==> src/rtl/clk_mon_pkg.sv <==
// rtl/clk_mon_pkg.sv - state encoding and default sizing shared by the clock period monitor
package clk_mon_pkg;

  typedef enum logic [1:0] {
    IDLE      = 2'd0,
    WAIT_EDGE = 2'd1,
    MEAS_HIGH = 2'd2,
    MEAS_LOW  = 2'd3
  } state_t;

  localparam int DEF_CNT_W  = 16;
  localparam int DEF_LOCK_N = 4;

endpackage

==> src/rtl/bit_sync.sv <==
// rtl/bit_sync.sv - multi-flop synchronizer for a single asynchronous bit
module bit_sync #(
  parameter int STAGES = 2
) (
  input  logic clk,
  input  logic rst_n,
  input  logic d,
  output logic q
);

  logic [STAGES-1:0] chain;

  always_ff @(posedge clk or negedge rst_n) begin
    if (!rst_n) begin
      chain <= '0;
    end else begin
      chain <= {chain[STAGES-2:0], d};
    end
  end

  assign q = chain[STAGES-1];

endmodule

==> src/rtl/clk_period_mon.sv <==
// rtl/clk_period_mon.sv - measures high/low durations of a divided clock and tracks lock against an expected half-period
module clk_period_mon
  import clk_mon_pkg::*;
#(
  parameter int CNT_W       = DEF_CNT_W,
  parameter int SYNC_STAGES = 2,
  parameter int LOCK_N      = DEF_LOCK_N
) (
  input  logic             clk,
  input  logic             rst_n,
  input  logic             sig_in,
  input  logic             en,
  input  logic [CNT_W-1:0] exp_half,
  input  logic [CNT_W-1:0] tol,
  output logic [CNT_W-1:0] high_cnt,
  output logic [CNT_W-1:0] low_cnt,
  output logic             hi_valid,
  output logic             lo_valid,
  output logic             lock,
  output logic             err,
  output logic             timeout
);

  localparam logic [CNT_W-1:0] CNT_MAX   = '1;
  localparam int               LW        = $clog2(LOCK_N + 1);
  localparam logic [LW-1:0]    LOCK_FULL = LW'(LOCK_N);

  state_t           state, state_next;
  logic             s, s_d, rise, fall;
  logic [CNT_W-1:0] cnt, cnt_next;
  logic [CNT_W-1:0] high_next, low_next;
  logic [LW-1:0]    lock_cnt, lock_cnt_next;
  logic             hi_valid_next, lo_valid_next, err_next, timeout_next;
  logic             meas;
  logic [CNT_W:0]   diff;
  logic             in_tol;

  bit_sync #(.STAGES(SYNC_STAGES)) u_sync (
    .clk  (clk),
    .rst_n(rst_n),
    .d    (sig_in),
    .q    (s)
  );

  assign rise = s & ~s_d;
  assign fall = ~s & s_d;
  assign lock = (lock_cnt == LOCK_FULL);

  // One extra bit keeps the deviation exact when exp_half sits near the top of the range
  always_comb begin
    if (cnt >= exp_half) diff = {1'b0, cnt} - {1'b0, exp_half};
    else                 diff = {1'b0, exp_half} - {1'b0, cnt};
  end
  assign in_tol = (diff <= {1'b0, tol});

  always_comb begin
    state_next    = state;
    cnt_next      = cnt;
    lock_cnt_next = lock_cnt;
    high_next     = high_cnt;
    low_next      = low_cnt;
    hi_valid_next = 1'b0;
    lo_valid_next = 1'b0;
    err_next      = err;
    timeout_next  = timeout;
    meas          = 1'b0;
    if (!en) begin
      state_next    = IDLE;
      cnt_next      = '0;
      lock_cnt_next = '0;
      err_next      = 1'b0;
      timeout_next  = 1'b0;
    end else begin
      case (state)
        IDLE: state_next = WAIT_EDGE;
        WAIT_EDGE: begin
          if (rise) begin
            state_next = MEAS_HIGH;
            cnt_next   = CNT_W'(1);
          end else if (fall) begin
            state_next = MEAS_LOW;
            cnt_next   = CNT_W'(1);
          end
        end
        MEAS_HIGH: begin
          if (fall) begin
            high_next     = cnt;
            hi_valid_next = 1'b1;
            cnt_next      = CNT_W'(1);
            state_next    = MEAS_LOW;
            meas          = 1'b1;
          end else if (cnt == CNT_MAX) begin
            timeout_next  = 1'b1;
            lock_cnt_next = '0;
            state_next    = WAIT_EDGE;
          end else begin
            cnt_next = cnt + CNT_W'(1);
          end
        end
        MEAS_LOW: begin
          if (rise) begin
            low_next      = cnt;
            lo_valid_next = 1'b1;
            cnt_next      = CNT_W'(1);
            state_next    = MEAS_HIGH;
            meas          = 1'b1;
          end else if (cnt == CNT_MAX) begin
            timeout_next  = 1'b1;
            lock_cnt_next = '0;
            state_next    = WAIT_EDGE;
          end else begin
            cnt_next = cnt + CNT_W'(1);
          end
        end
        default: state_next = IDLE;
      endcase
    end

    if (meas) begin
      if (in_tol) begin
        if (lock_cnt != LOCK_FULL) lock_cnt_next = lock_cnt + LW'(1);
      end else begin
        lock_cnt_next = '0;
        if (lock) err_next = 1'b1;
      end
    end
  end

  always_ff @(posedge clk or negedge rst_n) begin
    if (!rst_n) begin
      state    <= IDLE;
      s_d      <= 1'b0;
      cnt      <= '0;
      lock_cnt <= '0;
      high_cnt <= '0;
      low_cnt  <= '0;
      hi_valid <= 1'b0;
      lo_valid <= 1'b0;
      err      <= 1'b0;
      timeout  <= 1'b0;
    end else begin
      state    <= state_next;
      s_d      <= s;
      cnt      <= cnt_next;
      lock_cnt <= lock_cnt_next;
      high_cnt <= high_next;
      low_cnt  <= low_next;
      hi_valid <= hi_valid_next;
      lo_valid <= lo_valid_next;
      err      <= err_next;
      timeout  <= timeout_next;
    end
  end

endmodule

==> config.mk <==
export PLATFORM = sky130hd
export DESIGN_NAME = clk_period_mon
export DESIGN_NICKNAME = d
export VERILOG_FILES = /design/src/rtl/clk_mon_pkg.sv /design/src/rtl/bit_sync.sv /design/src/rtl/clk_period_mon.sv
export SDC_FILE = /design/constraint.sdc
export NUM_CORES = 1
export LEC_CHECK = 0
export ABC_CLOCK_PERIOD_IN_PS = 4100
export BUFFER_PORTS_ARGS = -buffer_cell sky130_fd_sc_hd__clkbuf_2
export CAP_MARGIN = 10
export CORE_MARGIN = 2
export CORE_UTILIZATION = 54
export CTS_BUF_LIST = sky130_fd_sc_hd__clkbuf_2
export DETAILED_ROUTE_END_ITERATION = 16
export PLACE_DENSITY = 0.85
export SLEW_MARGIN = 10
export SYNTH_ARGS = -nofsm -noshare
export SYNTH_HDL_FRONTEND = slang
export SYNTH_HIERARCHICAL = 1
export SYNTH_SLANG_ARGS = --single-unit
==> constraint.sdc <==
create_clock -name clk -period 4.1 [get_ports clk]
set_clock_uncertainty 0.2 [all_clocks]
set_input_delay 0.205 -clock clk [delete_from_list [all_inputs] [get_ports clk]]
set_output_delay 0.205 -clock clk [all_outputs]
set_load 0.01 [all_outputs]
After elaboration in Yosys (flattened, before gate mapping)
Index checks and enable logic that the tools add are counted.

Magnitude comparators: 2. $add $sub $neg: 4. Mux-type cells: 40. Eq/ne operators: 11. Bitwise operators: 4. Reductions and logical operators: 5.

Operator list (number): 16-bit 2-to-1 mux (6); 16-bit case mux with 3 select lines (1); 16-bit by 16-bit subtractor with 17-bit output (2); 3-bit 2-to-1 mux (7); 17-bit by 16-bit <= comparator with 1-bit output (1); 17-bit 2-to-1 mux (1); 16-bit by 1-bit adder with 16-bit output, second input constant (1); 16-bit equality test, second input constant (1); 16-bit >= comparator (1); 1-bit 2-to-1 mux (15); 2-bit 2-to-1 mux (6); 3-bit != test, second input constant (3); 3-bit AND reduction (3); 2-bit case mux with 4 select lines (1); 3-bit case mux with 2 select lines (1); 2-bit equality test, second input constant (2); 4-bit by 1-bit != test with 1-bit output, second input constant (1); 4-bit != test, second input constant (1); 1-bit case mux with 2 select lines (2); 3-bit by 1-bit adder with 3-bit output, second input constant (1); 3-bit equality test, second input constant (1); 3-bit by 1-bit != test with 1-bit output, second input constant (1); 1-bit bitwise AND (2); 2-bit by 1-bit equality test with 1-bit output, second input constant (1); 3 further kinds (4).

Input bits: 36. Bits in registers: 60. Word-level logic and storage cells: 77.

Logic depth before layout (Yosys ltp)
Gate-level depths: netlist of run 1.

Depth in word-level cells: 8. Gate-level depth with buffers: 20. Gate-level depth less buffers: 19.

By module
Netlist of run 1, hierarchy kept.

By module, submodules not included: clk_period_mon (cells an instance 572, seq. area each 1451.4 um^2, times used 1, area each 4927.2 um^2); bit_sync (cells an instance 2, seq. area each 50.0 um^2, times used 1, area each 50.0 um^2).

Worst setup path before layout of run 1
No wires, ideal clock.

Kind: register -> register. Start: reg cnt[13]. End: reg err. Library setup time: 122 ps. Arrival: 3948 ps. Buffers on the path: 1. Cell stages (with the launch flop): 20. Setup slack: -169 ps. Cell sequence: dfrtp_1 -> ha_1 -> buf_2 -> nand4_1 -> nor4_4 -> nor3_1 -> a21boi_4 -> or3_1 -> a32oi_1 -> o211ai_1 -> xnor2_1 -> ha_1 -> a21o_1 -> a21o_1 -> a21oi_1 -> o21ai_0 -> a21oi_1 -> a31o_2 -> nand2_1 -> a32o_1.

Word-level cells in the longest chain between the ends: 5. Elaborated cells on any way between the ends: 7. Those cells by class: add/sub (2); order compare (2); mux (3).

RTL lines: start: declaration (RTL line clk_period_mon.sv:30) `logic [CNT_W-1:0] cnt, cnt_next;`; start signal: assignment (RTL line clk_period_mon.sv:144) `cnt <= cnt_next;`; 16-bit by 16-bit subtractor with 17-bit output (tied with other cells) (RTL line clk_period_mon.sv:52) `else diff = {1'b0, exp_half} - {1'b0, cnt};`; 17-bit 2-to-1 mux (*) (RTL line clk_period_mon.sv:51) `if (cnt >= exp_half) diff = {1'b0, cnt} - {1'b0, exp_half};`; 17-bit by 16-bit <= comparator with 1-bit output (*) (RTL line clk_period_mon.sv:54) `assign in_tol = (diff <= {1'b0, tol});`; 1-bit 2-to-1 mux (*) (RTL line clk_period_mon.sv:120) `if (in_tol) begin`; 1-bit 2-to-1 mux (*) (RTL line clk_period_mon.sv:119) `if (meas) begin`; via err_next (RTL line clk_period_mon.sv:33) `logic hi_valid_next, lo_valid_next, err_next, timeout_next;`; end signal: assignment (RTL line clk_period_mon.sv:150) `err <= err_next;`; end: declaration (RTL line clk_period_mon.sv:20) `output logic err,`.

Mark *: on every way through the listed nets, which the timed path passes. The rest lies on a longest branch. A chain may end at the register's enable or synchronous reset.

Worst setup path after layout of run 1
Start: reg cnt[1]. End: reg lock_cnt[0].

Word-level cells in the longest chain between the ends: 8. Elaborated cells on any way between the ends: 14. Those cells by class: add/sub (2); order compare (2); eq/ne (1); mux (9).

RTL lines: branches (longest 7 deep; another with 16-bit by 16-bit subtractor with 17-bit output); 3-bit 2-to-1 mux (*) (RTL line clk_period_mon.sv:119); via lock_cnt_next[0] (RTL line clk_period_mon.sv:32) `logic [LW-1:0] lock_cnt, lock_cnt_next;`; end signal: assignment (RTL line clk_period_mon.sv:145) `lock_cnt <= lock_cnt_next;`; end: declaration (RTL line clk_period_mon.sv:32).

Mark *: on every way through the listed nets, which the timed path passes.

==> results.sh, run 1 <==
export IMPL_drt_first_iter_violations=466
export IMPL_clk_pin_slew_ns=0.23
export IMPL_p_int_uw=867
export IMPL_portBuffers=72
export IMPL_fin_crit_sh_pct=107
export IMPL_synthSimpleGateAreaFrac_pct=15.6
export IMPL_p_leak_uw=0.00350
export IMPL_fillers=632
export IMPL_dp_worst_setup_slack_ns=-0.384
export IMPL_clockRootBuffer="clkbuf_2"
export IMPL_switchingPower_uw=469
export IMPL_synthFlopType="dfrtp_1"
export IMPL_layout_drive_gt1_share_pct=41.2
export IMPL_path_buf_inv=2
export IMPL_final_common_cell="buf_4"
export IMPL_synth_top_family_by_area="compound AO/OA/AOI/OAI gates"
export IMPL_pwr_share_comb_pct=29.7
export IMPL_cp_end_kind="flip-flop"
export IMPL_antenna_found_initial=0
export IMPL_die_area_um2=10000
export IMPL_coreArea_um2=9110
export IMPL_multiInputGateArea_um2=3530
export IMPL_fin_area_um2=7000
export IMPL_detailed_place_hpwl_um=12700
export IMPL_clkSinkCount=60
export IMPL_synth_cell_types=65
export IMPL_synth_compound_area_share_pct=23.5
export IMPL_cpLargestDelayFamily="compound AO/OA/AOI/OAI gates"
export IMPL_crit_top_cell="a21o_1"
export IMPL_max_cap_violations=0
export IMPL_wl_met2_um=8660
export IMPL_rows=35
export IMPL_num_antenna_cells=0
export IMPL_synth_seq_cells=60
export IMPL_track_usage_pct=33.8
export IMPL_max_slew_margin_rel_pct=28.2
export IMPL_yosysSeqAreaShare_pct=30.2
export IMPL_wl_met1_um=6640
export IMPL_die_w_um=100
export IMPL_pwr_share_seq_pct=45.4
export IMPL_yosys_warnings=6
export IMPL_synth_edff_count=0
export IMPL_fmax_mhz=228
export IMPL_p_per_area_nw_per_um2=191
export IMPL_setup_worst_path_class="flip-flop to flip-flop"
export IMPL_swShare_pct=35.1
export IMPL_placed_cell_area_um2=6290
export IMPL_regArea_um2=1500
export IMPL_final_critical_path_setup_slack_ns=-0.295
export IMPL_clock_path_buffers=2
export IMPL_clock_power_share_pct=24.8
export IMPL_num_vias=5445
export IMPL_worstSkewPairLatency_ns=0.52
export IMPL_min_path_type="input pin to asynchronous set/reset pin"
export IMPL_ant_nets=0
export IMPL_setup_viol=4
export IMPL_postRouteWirelength_um=17000
export IMPL_synthAdderAreaFrac_pct=13.6
export IMPL_slowest_delay_ns=0.50
export IMPL_rsz0062_at_grt="true"
export IMPL_numCtsBuffers=9
export IMPL_highest_layer="met4"
export IMPL_regToRegSetupSlack_ns=-0.29
export IMPL_async_flop_share_pct=100
export IMPL_status="finished with violations"
export IMPL_start_kind="flip-flop"
export IMPL_muxShareOfSynthArea_pct=7.87
export IMPL_crit_required_ns=4.34
export IMPL_remaining_drc_errors=0
export IMPL_cts_max_level=3
export IMPL_gp_congestion=1.02
export IMPL_nets=873
export IMPL_wire_per_inst_um=18.9
export IMPL_final_util_pct=76.9
export IMPL_violations="negative setup slack"
export IMPL_overflow=0
export IMPL_max_vdd_ir_drop_mv=0.223
export IMPL_worstPathCellList="ha_4 -> nor2b_1 -> o2111a_2 -> or3_4 -> a21boi_4 -> buf_12 -> nor2_4 -> o21a_4 -> o211ai_1 -> xnor2_1 -> ha_1 -> a21o_1 -> a21o_1 -> a21oi_1 -> o21ai_2 -> a21oi_2 -> a31o_4 -> buf_6 -> a31oi_4 -> o22ai_1"
export IMPL_syn_inst=574
export IMPL_synth_area_um2=4980
export IMPL_synth_fp_nets=663
export IMPL_cts_tree="done"
export IMPL_die_height_um=100
export IMPL_grt_max_degree=40
export IMPL_top_level_ports=73
export IMPL_arrival_ns=4.63
export IMPL_vias_per_cell=6.05
export IMPL_finalCriticalPeriod_ns=4.39
export IMPL_initial_core_util_pct=54.6
export IMPL_dr_wl_met3_um=1120
export IMPL_area_growth_pct=40.7
export IMPL_grt_first_pass_wirelength_um=26600
export IMPL_crit_fanout=6
export IMPL_synth_area_per_cell_um2=8.67
export IMPL_hold_violations=0
export IMPL_cpMaxStageDelayCell="dfrtp_2"
export IMPL_worst_pin_slew_ns=1.07
export IMPL_mostFrequentLayoutCells="142 x buf_4, 81 x clkbuf_2, 63 x inv_1, 59 x dfrtp_1, 42 x nand2_1"
export IMPL_slew_violations=0
export IMPL_synth_xor_area_share_pct=2.46
export IMPL_dr_pass1_iters=5
export IMPL_first_global_vias=5384
## logic make-up (layout without fill, tap and decap cells)
group | after synthesis | in the layout
AO/OA/AOI/OAI | 173 | 173
AND/OR/NAND/NOR | 154 | 154
buffers and inverters | 85 | 300
flip-flops | 60 | 60
adder cells (fa/ha/maj) | 53 | 53
multiplexers | 35 | 35
XOR/XNOR | 14 | 14
## power by group through the flow
| stage | sequential, uW | combinational [uW] | clock [uW] |
|---|---|---|---|
| 4_1_cts | 606 | 355 | 335 |
| 3_3_place_gp | 616 | 318 | 0 |
| 5_1_grt | 608 | 433 | 359 |
| 2_1_floorplan | 617 | 185 | 0 |
| 3_5_place_dp | 617 | 329 | 0 |
| 6_report | 607 | 398 | 332 |
## area by class of cell
cell class / instances / share of cell area (%)
Tap cell: 111 / 1.98
Timing Repair Buffer: 220 / 21.4
Clock inverter: 7 / 0.732
Clock buffer: 9 / 0.643
Sequential cell: 60 / 21.5
Inverter: 64 / 3.43
Multi-Input combinational cell: 429 / 50.4
## through the flow
| step | total power, uW | cells | setup TNS (ns) | hold slack (ns) |
|---|---|---|---|---|
| 2_1_floorplan | 803 | 574 | -0.0969 | -0.291 |
| 3_3_place_gp | 934 | 853 | -0.923 | 0.116 |
| 3_5_place_dp | 946 | 853 | -1.29 | 0.121 |
| 4_1_cts | 1300 | 892 | -0.291 | 0.129 |
| 5_1_grt | 1400 | 900 | -1.37 | 0.111 |
| 6_report | 1340 | 900 | -0.906 | 0.140 |
## worst paths after layout
check | start | end | depth (start not counted)
max | cnt[1] | lock_cnt[0] | 20
min | rst_n | cnt[12] | 2
max reg2reg | cnt[1] | lock_cnt[0] | 20
min reg2reg | u_sync/chain[0] | u_sync/chain[1] | 0
max in group asynchronous | rst_n | cnt[10] | 3
min in group clk | sig_in | u_sync/chain[0] | 2
## routing by layer
metal / up-vias / GRT usage (%)
li1: 2504 / -
met1: 2569 / 40.2
met2: 310 / 63.2
met3: 62 / 3.97
met4: 0 / 11.3
met5: - / 0
## state kept, by name (all words and copies together), names as in the netlist
signal	cells
err	1
state	2
hi_valid	1
timeout	1
high_cnt	16
low_cnt	16
s_d	1
cnt	16
lock_cnt	3
lo_valid	1
u_sync/chain	2
## synthesized netlist by cell type (all sizes together) (6+ instances only)
library cell  count  share of area (%)
dfrtp            60                 30
buf               7               0.93
nor3              9                1.0
and2              7               0.88
nand3            17                1.7
o211ai            6               0.90
o31ai             6               0.90
nor2             32                2.5
a31oi            10                1.3
a21oi            38                3.8
clkbuf           14                1.1
nand2            45                3.4
xnor2            12                2.1
inv              64                4.8
a21o             17                2.6
ha               51                 13
o21ai            41                4.1
nand4            14                1.8
mux2             33                7.5
## what timing repair did
item | CTS | global route
hold endpoints to repair | 44 | 0
gates resized for setup | 35 | 33
setup endpoints to repair | 4 | 4
buffers inserted | 20 | 9
pin swaps | 23 | 19
hold buffers | 3 | 0
## worst reg2reg max path, cell delays in order, from the launching register on
cell	delay, ns
dfrtp_2	0.50
ha_4	0.23
nor2b_1	0.15
o2111a_2	0.28
or3_4	0.41
a21boi_4	0.25
buf_12	0.15
nor2_4	0.06
o21a_4	0.21
o211ai_1	0.18
xnor2_1	0.15
ha_1	0.27
a21o_1	0.18
a21o_1	0.18
a21oi_1	0.16
o21ai_2	0.07
a21oi_2	0.12
a31o_4	0.16
buf_6	0.12
a31oi_4	0.08
o22ai_1	0.21
Note: power is estimated with default switching activity, not from simulation.
==> run 2: changes to the inputs <==
CORE_ASPECT_RATIO = 1.5   (was default)
CORE_UTILIZATION = 25   (was 54)
PLACE_DENSITY = 0.49   (was 0.85)
==> results.sh, run 2 (synthesis results as in run 1) <==
export IMPL_slew_violations=0
export IMPL_remaining_drc_errors=0
export IMPL_nets=880
export IMPL_max_vdd_ir_drop_mv=0.194
export IMPL_setup_worst_path_class="flip-flop to flip-flop"
export IMPL_gr_max_usage_layer="met2"
export IMPL_grt_first_pass_wirelength_um=28000
export IMPL_track_usage_pct=16.9
export IMPL_portBuffers=72
export IMPL_detailed_place_hpwl_um=14300
export IMPL_switchingPower_uw=431
export IMPL_grt_max_degree=38
export IMPL_pwr_share_comb_pct=29.1
export IMPL_num_vias=5156
export IMPL_max_slew_margin_rel_pct=29.1
export IMPL_p_int_uw=924
export IMPL_met3_usage_pct=1.39
export IMPL_overflow=0
export IMPL_min_path_type="input pin to flip-flop"
export IMPL_area_growth_pct=45.3
export IMPL_worst_pin_slew_ns=1.06
export IMPL_vias_per_cell=4.88
export IMPL_numCtsBuffers=9
export IMPL_fillers=2054
export IMPL_reg_largest_list="cnt (16), high_cnt (16), low_cnt (16)"
export IMPL_violations="negative setup slack"
export IMPL_rsz0062_at_grt="true"
export IMPL_crit_fanout=5
export IMPL_worstSkewPairLatency_ns=0.48
export IMPL_fin_crit_sh_pct=105
export IMPL_clk_pin_slew_ns=0.20
export IMPL_setup_viol=4
export IMPL_grt_util_met2_pct=32.6
export IMPL_initial_core_util_pct=25.4
export IMPL_cp_end_kind="flip-flop"
export IMPL_p_leak_uw=0.00354
export IMPL_layout_drive_gt1_share_pct=40.8
export IMPL_final_critical_path_setup_slack_ns=-0.205
export IMPL_start_kind="flip-flop"
export IMPL_clock_power_share_pct=26.1
export IMPL_antenna_found_initial=1
export IMPL_hold_violations=0
export IMPL_top_level_ports=73
export IMPL_cts_tree="done"
export IMPL_clock_path_buffers=2
export IMPL_final_common_cell="buf_4"
export IMPL_gp_congestion=0.922
export IMPL_ant_nets=0
export IMPL_crit_required_ns=4.31
export IMPL_die_w_um=119
export IMPL_fin_hold_ws_ns=0.123
export IMPL_fmax_mhz=232
export IMPL_rows=63
export IMPL_status="finished with violations"
export IMPL_finalCriticalPeriod_ns=4.31
export IMPL_tns_ns=-0.603
export IMPL_first_global_vias=5459
export IMPL_cts_max_level=3
export IMPL_dr_pass1_iters=5
export IMPL_arrival_ns=4.51
export IMPL_postRouteWirelength_um=17400
export IMPL_pwr_share_seq_pct=44.7
export IMPL_clockRootBuffer="clkbuf_2"
export IMPL_swShare_pct=31.8
export IMPL_wire_per_inst_um=16.4
export IMPL_die_height_um=177
export IMPL_grtUsageMet1_pct=17.6
export IMPL_coreArea_um2=19600
export IMPL_mostFrequentLayoutCells="144 x buf_4, 82 x clkbuf_2, 64 x inv_1, 60 x dfrtp_1"
export IMPL_drt_first_iter_violations=98
export IMPL_p_per_area_nw_per_um2=187
export IMPL_clkSinkCount=60
export IMPL_die_area_um2=21100
export IMPL_max_cap_violations=0
==> run 2: power groups by stage <==
stage | registers [uW] | logic, uW | clock network, uW
after CTS | 606 | 383 | 378
after global routing | 608 | 440 | 395
after floorplan | 617 | 185 | 0
after detailed placement | 617 | 343 | 0
final | 606 | 395 | 354
after global placement | 617 | 344 | 0
==> run 2: through the flow <==
step / power, uW / utilization (%) / setup slack, ns / std cells / cell area (um^2)
4_1_cts: 1370 / 36.0 / -0.194 / 1050 / 7080
5_1_grt: 1440 / 36.9 / -0.374 / 1057 / 7230
6_report: 1350 / 36.9 / -0.205 / 1057 / 7230
3_5_place_dp: 960 / 33.4 / -0.599 / 1015 / 6560
3_3_place_gp: 962 / 33.4 / -0.565 / 1015 / 6560
2_1_floorplan: 803 / - / -0.0755 / 574 / 5000
==> run 2: path summary, 6_finish.rpt <==
kind / startpoint / to / slack, ns / depth (start not counted)
min in group asynchronous: rst_n / low_cnt[15] / 0.59 / 3
setup reg to reg: cnt[0] / err / -0.21 / 18
setup / recovery: cnt[0] / err / -0.21 / 18
hold reg to reg: u_sync/chain[0] / u_sync/chain[1] / 0.17 / 0
hold / removal: tol[0] / lock_cnt[1] / 0.12 / 5
max in group asynchronous: rst_n / high_cnt[10] / 2.21 / 4
==> run 2: cell type report <==
cell class | count | area (um^2) | share of cell area (%)
Tap cell | 260 | 325 | 4.50
Clock inverter | 6 | 55.1 | 0.761
Antenna cell | 1 | 2.50 | 0.0346
Timing Repair Buffer | 227 | 1560 | 21.6
Sequential cell | 60 | 1500 | 20.8
Clock buffer | 10 | 50.0 | 0.692
Multi-Input combinational cell | 429 | 3500 | 48.4
Inverter | 64 | 240 | 3.32
==> run 2: critical path: stages, from the launching register on <==
cell      delay, ns
dfrtp_1        0.43
buf_4          0.15
ha_4           0.29
nand4_1        0.13
nor4_4         0.40
nor3_2         0.11
a21boi_4       0.17
or3_4          0.36
a41o_1         0.27
o211ai_1       0.25
a211oi_2       0.13
ha_1           0.31
a21o_1         0.20
a21oi_2        0.14
o21ai_2        0.08
a21oi_1        0.12
a31o_2         0.19
nand2_4        0.07
a32o_1         0.25
==> run 2: timing repair <==
| action | in CTS | in global routing |
|---|---|---|
| setup buffers | 14 | 6 |
| gates resized for setup | 45 | 21 |
| endpoints found under the setup margin | 4 | 4 |
| pin swaps | 25 | 5 |
| endpoints found under the hold margin | 29 | 0 |
| hold buffers | 5 | 0 |
| cloned | 0 | 0 |
==> run 2: metal layers <==
| metal | routed length (um) | part of all wire (%) | vias up |
|---|---|---|---|
| li1 | - | - | 2522 |
| met2 | 9420 | 54 | 145 |
| met1 | 6430 | 37 | 2435 |
| met5 | 0 | 0 | - |
| met3 | 602 | 3.5 | 54 |
| met4 | 902 | 5.2 | 0 |
